### config.mk
export PLATFORM = sky130hd
export DESIGN_NAME = mux_arb_2to1
export DESIGN_NICKNAME = d
export VERILOG_FILES = /design/src/rtl/mux_arb_2to1.sv
export SDC_FILE = /design/constraint.sdc
export NUM_CORES = 1
export LEC_CHECK = 0
export ABC_CLOCK_PERIOD_IN_PS = 2400
export BUFFER_PORTS_ARGS = -buffer_cell sky130_fd_sc_hd__buf_2
export CORE_AREA = 2 2 39 41
export CTS_CLUSTER_DIAMETER = 150
export CTS_CLUSTER_SIZE = 30
export DETAILED_ROUTE_END_ITERATION = 7
export DIE_AREA = 0 0 41 43
export GPL_ROUTABILITY_DRIVEN = 0
export GPL_TIMING_DRIVEN = 0
export PLACE_DENSITY = 0.78
export SLEW_MARGIN = 30
export SYNTH_ARGS = -nofsm -noshare
export SYNTH_HDL_FRONTEND = slang
export SYNTH_SLANG_ARGS = --single-unit
### constraint.sdc
create_clock -name clk -period 2.4 [get_ports clk]
set_input_delay 0.12 -clock clk [delete_from_list [all_inputs] [get_ports clk]]
set_output_delay 0.12 -clock clk [all_outputs]
set_load 0.02 [all_outputs]
### src/rtl/mux_arb_2to1.sv
// ============================================================================
// Module      : mux_arb_2to1
// Description : Two-source valid/ready stream arbiter feeding a one-entry
//               output register. The grant is exported on 'sel' (0 = A,
//               1 = B) so a downstream mux_2to1 can share it.
//               Build option: define MUX_ARB_RR_EN for round-robin
//               arbitration on contention; otherwise A has fixed priority.
// Revision    : 1.0 - initial release
// ============================================================================
`default_nettype none

module mux_arb_2to1 #(
  parameter int WIDTH = 8
) (
  input  logic             clk,
  input  logic             rst,
  // source A stream
  input  logic [WIDTH-1:0] a_data,
  input  logic             a_valid,
  output logic             a_ready,
  // source B stream
  input  logic [WIDTH-1:0] b_data,
  input  logic             b_valid,
  output logic             b_ready,
  // merged output stream
  output logic [WIDTH-1:0] y_data,
  output logic             y_valid,
  input  logic             y_ready,
  // current grant: 0 selects A, 1 selects B
  output logic             sel
);

  // Output register and its next state.
  logic [WIDTH-1:0] y_data_q;
  logic [WIDTH-1:0] y_data_d;
  logic             y_valid_q;
  logic             y_valid_d;

  // Last driven grant; reused whenever nobody is requesting or we are stalled.
  logic             sel_q;
  logic             sel_d;

  // Combinational handshake terms.
  logic             w_load_en;
  logic             w_grant;
  logic             w_xfer_a;
  logic             w_xfer_b;
  logic             w_xfer_in;

`ifdef MUX_ARB_RR_EN
  // Last-grant state: which source completed the most recent input transfer.
  localparam logic [0:0] LAST_A = 1'b0;
  localparam logic [0:0] LAST_B = 1'b1;

  logic [0:0] last_q;
  logic [0:0] last_d;
`endif

  // The output slot can accept a new word when empty or draining this cycle.
  assign w_load_en = !y_valid_q || y_ready;

  // Input handshakes; readys are held low during reset.
  assign w_xfer_a  = a_ready && a_valid;
  assign w_xfer_b  = b_ready && b_valid;
  assign w_xfer_in = w_xfer_a || w_xfer_b;

`ifdef MUX_ARB_RR_EN
  // Last-grant state register: reset to LAST_B so A wins the first contention.
  always_ff @(posedge clk) begin
    if (rst) begin
      last_q <= LAST_B;
    end else begin
      last_q <= last_d;
    end
  end

  // Last-grant next state: moves only on a completed input transfer.
  always_comb begin
    last_d = last_q;
    if (w_xfer_a) begin
      last_d = LAST_A;
    end else if (w_xfer_b) begin
      last_d = LAST_B;
    end
  end
`endif

  // Grant selection: hold while stalled or idle, otherwise arbitrate.
  always_comb begin
    w_grant = sel_q;
    if (w_load_en) begin
      case ({a_valid, b_valid})
        2'b10:   w_grant = 1'b0;
        2'b01:   w_grant = 1'b1;
`ifdef MUX_ARB_RR_EN
        2'b11:   w_grant = (last_q == LAST_A);
`else
        2'b11:   w_grant = 1'b0;
`endif
        default: w_grant = sel_q;
      endcase
    end
  end

  // Handshake outputs; data inputs never reach these, only valids and state.
  always_comb begin
    sel     = w_grant;
    a_ready = !rst && w_load_en && !w_grant && a_valid;
    b_ready = !rst && w_load_en &&  w_grant && b_valid;
  end

  // Remember the grant so it can be held when no source is requesting.
  assign sel_d = w_grant;

  // Grant register.
  always_ff @(posedge clk) begin
    if (rst) begin
      sel_q <= 1'b0;
    end else begin
      sel_q <= sel_d;
    end
  end

  // Output slot next state: load on input transfer, empty on a bare drain.
  always_comb begin
    y_data_d  = y_data_q;
    y_valid_d = y_valid_q;
    if (w_xfer_in) begin
      y_valid_d = 1'b1;
      y_data_d  = w_grant ? b_data : a_data;
    end else if (w_load_en) begin
      y_valid_d = 1'b0;
    end
  end

  // Output register: reset discards any word still held.
  always_ff @(posedge clk) begin
    if (rst) begin
      y_valid_q <= 1'b0;
      y_data_q  <= '0;
    end else begin
      y_valid_q <= y_valid_d;
      y_data_q  <= y_data_d;
    end
  end

  assign y_data  = y_data_q;
  assign y_valid = y_valid_q;

endmodule

`default_nettype wire

== After elaboration in Yosys (flattened, before gate mapping) ==
Cells that the tools add are included.

* Register bits after elaboration: 10
* Input port bits: 21
* Output and inout bits: 12

* Equal/unequal tests: 3
* Multiplexer cells: 5
* Reductions and logical operators: 14

{| class="wikitable"
|+ Operators by type and width
! operator !! count
|-
| $mux 8 || 1
|-
| $logic_and 1x1->1 || 7
|-
| $eq 2x2->1 const B || 2
|-
| $logic_not 1->1 || 3
|-
| $mux 1 || 3
|-
| $eq 2x1->1 const B || 1
|-
| $logic_or 1x1->1 || 2
|-
| $pmux 1 s2 || 1
|-
| $reduce_bool 2->1 || 1
|-
| $reduce_or 2->1 || 1
|}

== Depth between registers and ports, before layout ==
Gate-level depths: netlist of the first run.

* Depth in word-level cells: 10
* Gate-level depth with buffers: 5
* Mapped depth without buffers: 4

== Least setup slack after synthesis of the first run ==
No wires, ideal clock.

* Kind: flip-flop to output port
* Start: register y_valid_q (netlist: y_valid)
* End: output port b_ready
* Arrival time: 1.230 ns
* Slack: 1.050 ns
* Cell stages (with the launch flop): 3
* Cells stage by stage: dfxtp_1 -> nand2b_4 -> nor4bb_1

* Word-level cells in the longest chain between the ends: 5
* Elaborated cells on any way between the ends: 6
* Classes of those cells: mux: 1; reduce/logical: 5

{| class="wikitable"
|+ RTL lines
! what !! line !! source
|-
| start: declaration || 36 || <nowiki>logic y_valid_q;</nowiki>
|-
| start signal: assignment || 142 || <nowiki>y_valid_q <= y_valid_d;</nowiki>
|-
| $logic_not 1->1 (*) || 60 || <nowiki>assign w_load_en = !y_valid_q || y_ready;</nowiki>
|-
| $logic_or 1x1->1 (*) || 60 ||
|-
| $mux 1 / $logic_and 1x1->1 (equally long branches) || 91, 109 ||
|-
| $logic_and 1x1->1 (*) (2 in series) || 109 || <nowiki>b_ready = !rst && w_load_en && w_grant && b_valid;</nowiki>
|-
| end: declaration || 24 || <nowiki>output logic b_ready,</nowiki>
|}

Every way passes the cells marked *; elsewhere a longest branch is shown, timed or not.

== Worst setup path in the final report of the first run ==
* Start: register y_valid_q (netlist: y_valid)
* End: output port a_ready

* Word-level cells in the longest chain between the ends: 6
* Elaborated cells on any way between the ends: 7
* Classes of those cells: mux: 1; reduce/logical: 6

{| class="wikitable"
|+ RTL lines
! what !! line !! source
|-
| $logic_not 1->1 (*) || 60 ||
|-
| $logic_or 1x1->1 (*) || 60 ||
|-
| $mux 1 || 91 || <nowiki>if (w_load_en) begin</nowiki>
|-
| $logic_not 1->1 || 108 || <nowiki>a_ready = !rst && w_load_en && !w_grant && a_valid;</nowiki>
|-
| $logic_and 1x1->1 (*) (2 in series) || 108 ||
|-
| end: declaration || 20 || <nowiki>output logic a_ready,</nowiki>
|}

Marks and branches as above.

==> run metrics, run 1 <==
cell area after synthesis=566 µm²; Final Hold Vio Count=0; P_leak=0.000388 µW; placed cells=approximately 110; Root Driver=clkbuf_4; Min-Delay Path Depth=3; Power Internal=321 µW; FF+latch area=200 µm²; CTS tree=built; number of port buffers=32; Sw Share=0.293; RSZ-0062 raised after global routing=no; row count=14; Synth top area share=0.354; Setup Skew=3.03 ps; Fmax achieved=641 MHz; most frequent cells in the layout=32 x buf_2, 10 x dfxtp_1; post-synthesis cell count=~60; Reg-to-Reg End=y_data[7]; die extent in y=around 43 µm; Psw=around 130 µW; Synth cell types=17; 1st-pass router iterations=4; share of cells above drive strength 1=0.600; clock latency on the worst-skew pair=260 ps; Worst-Margin Slew=roughly 420 ps; CTS Hold Bufs=0; Die ar.=between 1500 and 2000 µm²; WL final=1310 µm; core area=1380 µm²; syn avg cell area=9.59 µm²; vias=558; area of the multi-input gates=332 µm²; Final setup viols=0; delay-heaviest family, CP=buffers and inverters; final hold slack=roughly 120 ps; post-route ant nets=0; clock slew at reported path FFs=70 ps; Seq pwr share=0.411; Initial Utilization=0.409; fill cell count=approximately 130; detailed placement HPWL=998 µm; Synth area leaders=dfxtp_1 35%, o211ai_2 18%, nand4b_1 12%; endpoint class of the critical path=primary output; initial antenna violation count=0; peak supply drop=roughly 0.00026 V; DR iter-0 viols=3; crit path cell chain=nand2b_4 -> clkbuf_1 -> and3b_1 -> buf_2; post-synth top area cell=dfxtp_1; Slew Limit Fails=0; Wirelength per Cell=11.8 µm; clock power share=0.335; DRC=0; Mapped Nets=80; Critical Path Fanout Max=10; flops & latches, synth=10; R2R setup slack=1270 ps; worst r2r src=y_valid; grt ovf=0; fin cells=111; Max-Slew Margin vs Limit=0.718; cts repair resizes=0; CP arrival=1440 ps; Worst Hold Class=in2reg; setup TNS=0 ps; post-layout min period=1560 ps; Worst path max stage delay=350 ps; pwr/cell area=roughly 580 nW/µm²; CP bufs+invs=2; vias per cell=roughly 5.0; status=complete, no violations; setup repair bufs after CTS=0; TritonCTS buffer count=3; Warnings, synthesis=0; H-tree depth=1; clock tree sinks=10; All-Layer GR Usage=0.160; Net count, final=117; Final Instance Area=a little under 800 µm²; R2R cell count=4; Critical-path top delay cell=clkbuf_1; chip width=around 41 µm; fraction of the yosys area taken by sequential cells=0.354; Critical Path RT=2280 ps; Cell Area, Placed=approximately 750 µm²; vias in the first global route=473; WS Path Type=reg2out; largest net degree at the start of global routing=11; num ports=33; first-pass GRT wire length=1940 µm; commonest non-fill, non-tap cell in the layout=buf_2; combinational power share=0.254; CP Launch Type=flop; number of max-cap violations=0; hold path endpoint=y_data[0]; Area Growth Syn to Fin=38.3%; Hold Startpoint=b_data[0]; antenna cells=0; part of the cycle the worst path needs=0.650; Clock Path Buffers=2
==> metrics by stage <==
step | setup slack [ps] | total power, µW | util
after floorplan | 1050 | 263 | -
after global placement | 1160 | 304 | 0.539
after detailed placement | 1160 | 307 | 0.539
after CTS | 861 | 460 | 0.565
after global routing | 794 | 478 | 0.565
final | 839 | 454 | 0.565
==> power by group through the flow <==
| stage | Sequential [µW] | Combinational, µW | Clock (µW) |
|---|---|---|---|
| final | 187 | 115 | 152 |
| after global routing | 188 | 124 | 165 |
| after CTS | 187 | 116 | 157 |
| after detailed placement | 190 | 116 | 0 |
| after global placement | 190 | 114 | 0 |
| after floorplan | 206 | 57.2 | 0 |
==> synthesized netlist by cell type (all sizes together) <==
cell type	instances
or2	1
nor2	2
o211ai	8
a21oi	3
inv	1
a21o	1
dfxtp	10
buf	2
nand2b	1
clkbuf	3
and3b	2
nand4b	8
nand2	16
nor4bb	1
==> cell families (layout without fill, tap and decap cells) <==
family | count (synthesis) | in the layout | share of synthesized area
buffers and inverters | 6 | 42 | 0.0597
and+or+nand+nor | 31 | 31 | 0.363
AOI/OAI and AO/OA | 12 | 12 | 0.223
DFF | 10 | 10 | 0.354
==> sequential cells by signal (all words and copies together) (netlist names) <==
name / count
y_data: 8
sel_q: 1
y_valid: 1
==> cell type report <==
cell class,count,share of cell area
inverter,1,0.00480
multi-input combinational,43,0.424
timing repair buffer,32,0.205
buffer,5,0.0384
sequential,10,0.256
clock buffer,4,0.0464
tap,16,0.0256
==> layer usage <==
layer	track usage	vias up	wire length [µm]
met5	0	-	0
met4	0.0600	0	0
met3	0.0681	0	104
met2	0.250	25	635
met1	0.186	250	567
li1	-	283	-
==> worst max path at each step <==
| stage | cells after the start | start | slack, ps | endpoint |
|---|---|---|---|---|
| floorplan | 2 | y_valid | 1050 | b_ready |
| global placement | 4 | y_valid | 1160 | a_ready |
| detailed placement | 4 | y_valid | 1160 | a_ready |
| CTS | 4 | y_valid | 860 | a_ready |
| global route | 4 | y_valid | 790 | a_ready |
| finish | 4 | y_valid | 840 | a_ready |
==> tightest hold or removal path, delay by kind of cell <==
kind            cells  cell delay, ps
buf+inv             1             100
compound gates      1              60
simple gates        1              50
(Power assumes the default switching activity.)
==> run 2: changes to the inputs <==
Settings changed: ABC_CLOCK_PERIOD_IN_PS 2400 to 1600, CORE_AREA 2 2 39 41 to default, CORE_UTILIZATION from default to 41, DIE_AREA 0 0 41 43 to default, PLACE_DENSITY 0.78 to 0.76.
Clock period 2.4 ns to 1.6 ns, I/O delays scaled along.
==> run metrics, run 2 (synthesis gave the netlist of run 1 again) <==
All-Layer GR Usage=0.187; setup repair bufs after CTS=0; Setup Skew=roughly 1.3 ps; grt ovf=0; clock slew at reported path FFs=70 ps; 1st-pass router iterations=4; Worst path max stage delay=roughly 350 ps; num ports=33; H-tree depth=1; part of the cycle the worst path needs=0.941; Min-Delay Path Depth=3; WL final=1280 µm; Critical Path RT=1520 ps; commonest non-fill, non-tap cell in the layout=buf_2; setup TNS=0 ps; P_leak=approximately 0.00039 µW; Setup WS pre-CTS=~380 ps; max reg flops=8; vias in the first global route=about 450; R2R cell count=4; Fmax achieved=about 660 MHz; post-route ant nets=0; Final Instance Area=roughly 780 µm²; Wirelength per Cell=around 12 µm; post-layout min period=1510 ps; Cell Area, Placed=744 µm²; Hold Startpoint=b_data[1]; CTS Hold Bufs=0; hold path endpoint=y_data[1]; CP Launch Type=flop; Area Growth Syn to Fin=38.1%; Slew Limit Fails=0; die extent in y=just under 40 µm; share of cells above drive strength 1=0.600; endpoint class of the critical path=primary output; DRC=0; number of port buffers=32; placed cells=106; peak supply drop=between 0.0004 and 0.0005 V; final worst setup slack=93.8 ps; largest net degree at the start of global routing=11; initial antenna violation count=0; DR iter-0 viols=9; delay-heaviest family, CP=buffers and inverters; TritonCTS buffer count=3; Clock Path Buffers=2; worst r2r src=y_valid; vias per cell=5.09; chip width=~39 µm; Final setup viols=0; Critical Path Fanout Max=10; Worst-Margin Slew=about 420 ps; CP bufs+invs=2; crit path cell chain=nand2b_4 -> clkbuf_1 -> and3b_1 -> buf_2; row count=13; Net count, final=117; clock tree sinks=10; Max-Slew Margin vs Limit=0.717; status=complete, no violations; antenna cells=0; RSZ-0062 raised after global routing=no; cts repair resizes=0; FF+latch area=200 µm²; pwr/cell area=about 870 nW/µm²; CTS tree=built; detailed placement HPWL=932 µm; Root Driver=clkbuf_4; post-layout power=682 µW; vias=560; R2R setup slack=470 ps; first-pass GRT wire length=1960 µm; Worst Hold Class=in2reg; Die ar.=about 1500 µm²; Reg-to-Reg End=y_data[4]; Initial Utilization=0.440; Final Hold Vio Count=0; number of max-cap violations=0; Critical-path top delay cell=clkbuf_1; fill cell count=128; WS Path Type=reg2out; area of the multi-input gates=332 µm²; clock latency on the worst-skew pair=260 ps; fin cells=110; core area=approximately 1300 µm²; CP arrival=1430 ps; most frequent cells in the layout=32 x buf_2, 10 x dfxtp_1
[run 2: metal layers]
layer,global-route usage,vias up,wire length [µm]
met1,0.260,248,541
met4,0.0776,0,0
met5,0,-,0
met2,0.279,24,653
li1,-,288,-
met3,0.0347,0,80
[run 2: layout make-up]
| cell class | count | area share |
|---|---|---|
| multi-input cells | 43 | 0.425 |
| flip-flops and latches | 10 | 0.256 |
| repair buffers | 32 | 0.205 |
| clock buffers | 4 | 0.0465 |
| plain buffers | 5 | 0.0385 |
| well taps | 15 | 0.0240 |
| inverters | 1 | 0.00481 |
[run 2: report_power, final]
part / switching [µW] / internal [µW]
logic: 98.9 / 73.8
registers: 9.86 / 270
clock network: 91.9 / 138
total: 201 / 481
[run 2: per-stage QoR]
| stage | utilization | hold WS (ps) |
|---|---|---|
| finish | 0.608 | 74.5 |
| global route | 0.608 | 68.9 |
| CTS | 0.608 | 72.5 |
| global placement | 0.579 | 347 |
| floorplan | - | 234 |
| detailed placement | 0.579 | 354 |
[run 2: how the worst max path moves through the flow]
stage | startpoint | endpoint | slack (ps) | cells after the start
2_1_floorplan | y_valid | b_ready | 290 | 2
4_1_cts | y_valid | a_ready | 90 | 4
5_1_grt | y_valid | a_ready | 0.3 | 4
3_5_place_dp | y_valid | a_ready | 380 | 4
3_3_place_gp | y_valid | a_ready | 400 | 4
6_report | y_valid | a_ready | 90 | 4
[run 2: worst register-to-register path, stage by stage (launching register included)]
cell and delay (ps):
dfxtp_1 330, nand2b_4 90, clkbuf_1 350, nand4b_1 190, o211ai_2 100
==> run 3: changes to the inputs <==
Settings changed: CORE_MARGIN from default to 2.
==> run metrics, run 3 (synthesis gave the netlist of run 1 again) <==
status=complete, no violations; max reg flops=8; hold path endpoint=y_data[2]; peak supply drop=about 0.00042 V; Core Util, Final=0.601; Setup Skew=5.37 ps; Min-Delay Path Depth=3; initial antenna violation count=0; pwr/cell area=between 800 and 900 nW/µm²; WL final=1360 µm; num ports=33; Worst-Margin Slew=433 ps; row count=13; RSZ-0062 raised after global routing=no; detailed placement HPWL=987 µm; cts repair resizes=0; 1st-pass router iterations=4; number of max-cap violations=0; CTS Hold Bufs=0; Worst path max stage delay=~370 ps; vias=roughly 550; Worst Hold Class=in2reg; antenna cells=0; setup TNS=0 ps; CP Launch Type=flop; die extent in y=41.1 µm; CP arrival=1350 ps; grt ovf=0; TritonCTS buffer count=3; Initial Utilization=0.435; Die ar.=1690 µm²; commonest non-fill, non-tap cell in the layout=buf_2; most frequent cells in the layout=32 x buf_2, 10 x dfxtp_1; clock latency on the worst-skew pair=~270 ps; Net count, final=~120; clock tree sinks=10; clock slew at reported path FFs=70 ps; Reg-to-Reg End=y_data[6]; P_leak=~0.00039 µW; R2R cell count=5; post-layout min period=1430 ps; share of cells above drive strength 1=0.611; Area Growth Syn to Fin=38.3%; vias in the first global route=between 400 and 500; crit path cell chain=nand2b_4 -> a21oi_1 -> a21o_1 -> buf_4 -> inv_2 -> buf_2; Root Driver=clkbuf_4; Critical Path Fanout Max=10; post-route ant nets=0; Final Hold Vio Count=0; WS Path Type=reg2out; R2R setup slack=roughly 480 ps; Hold Startpoint=b_data[2]; H-tree depth=1; Clock Path Buffers=2; chip width=41.1 µm; part of the cycle the worst path needs=0.896; Fmax achieved=697 MHz; core area=~1300 µm²; CP bufs+invs=3; Critical Path RT=1520 ps; vias per cell=4.96; setup repair bufs after CTS=0; CTS tree=built; endpoint class of the critical path=primary output; All-Layer GR Usage=0.188; largest net degree at the start of global routing=11; worst r2r src=y_valid; Max-Slew Margin vs Limit=0.711; Wirelength per Cell=between 10 and 15 µm; delay-heaviest family, CP=flip-flops; DRC=0; DR iter-0 viols=6; Slew Limit Fails=0; first-pass GRT wire length=2020 µm; Critical-path top delay cell=dfxtp_1; number of port buffers=32; Final setup viols=0
-- run 3: power by group --
part           internal, µW  switching [µW]  total, µW  leakage (µW)
combinational          74.2             100        174      0.000287
sequential              270            10.0        280     0.0000828
clock                   138            96.6        235     0.0000210
-- run 3: final cells by class --
cell class              instances  area (µm²)
well taps                      15        18.8
flip-flops and latches         10         200
plain buffers                   5        31.3
repair buffers                 32         160
fillers                       122         519
clock buffers                   4        36.3
inverters                       1        3.75
multi-input cells              43         332
-- run 3: worst max-delay path by stage --
| stage | start | cells after the start | to | slack, ps |
|---|---|---|---|---|
| after floorplan | y_valid | 2 | b_ready | 290 |
| after global placement | y_valid | 4 | a_ready | 410 |
| after detailed placement | y_valid | 4 | a_ready | 390 |
| after CTS | y_valid | 4 | a_ready | 100 |
| after global routing | y_valid | 6 | sel | 40 |
| final | y_valid | 6 | sel | 170 |
-- run 3: worst min-delay path: cells and delay by family --
| family | cells | cell delay, ps |
|---|---|---|
| AND/OR/NAND/NOR | 1 | 50 |
| AO/OA/AOI/OAI | 1 | 60 |
| buffers and inverters | 1 | 100 |
-- run 3: metrics by stage --
step	hold WS [ps]	setup WS (ps)	cell area, µm²	cells	power (µW)
after floorplan	234	290	566	59	395
after global placement	347	409	744	106	457
after detailed placement	357	394	744	106	461
after CTS	70.4	95.4	781	110	691
after global routing	72.5	39.1	782	110	721
final	71.8	166	782	110	689
-- run 3: routing by layer --
metal,global-route usage,vias up,share of wire
met2,0.281,22,0.47
met4,0.121,0,0.026
met1,0.244,236,0.43
met5,0,-,0
met3,0.0326,4,0.069
li1,-,284,-
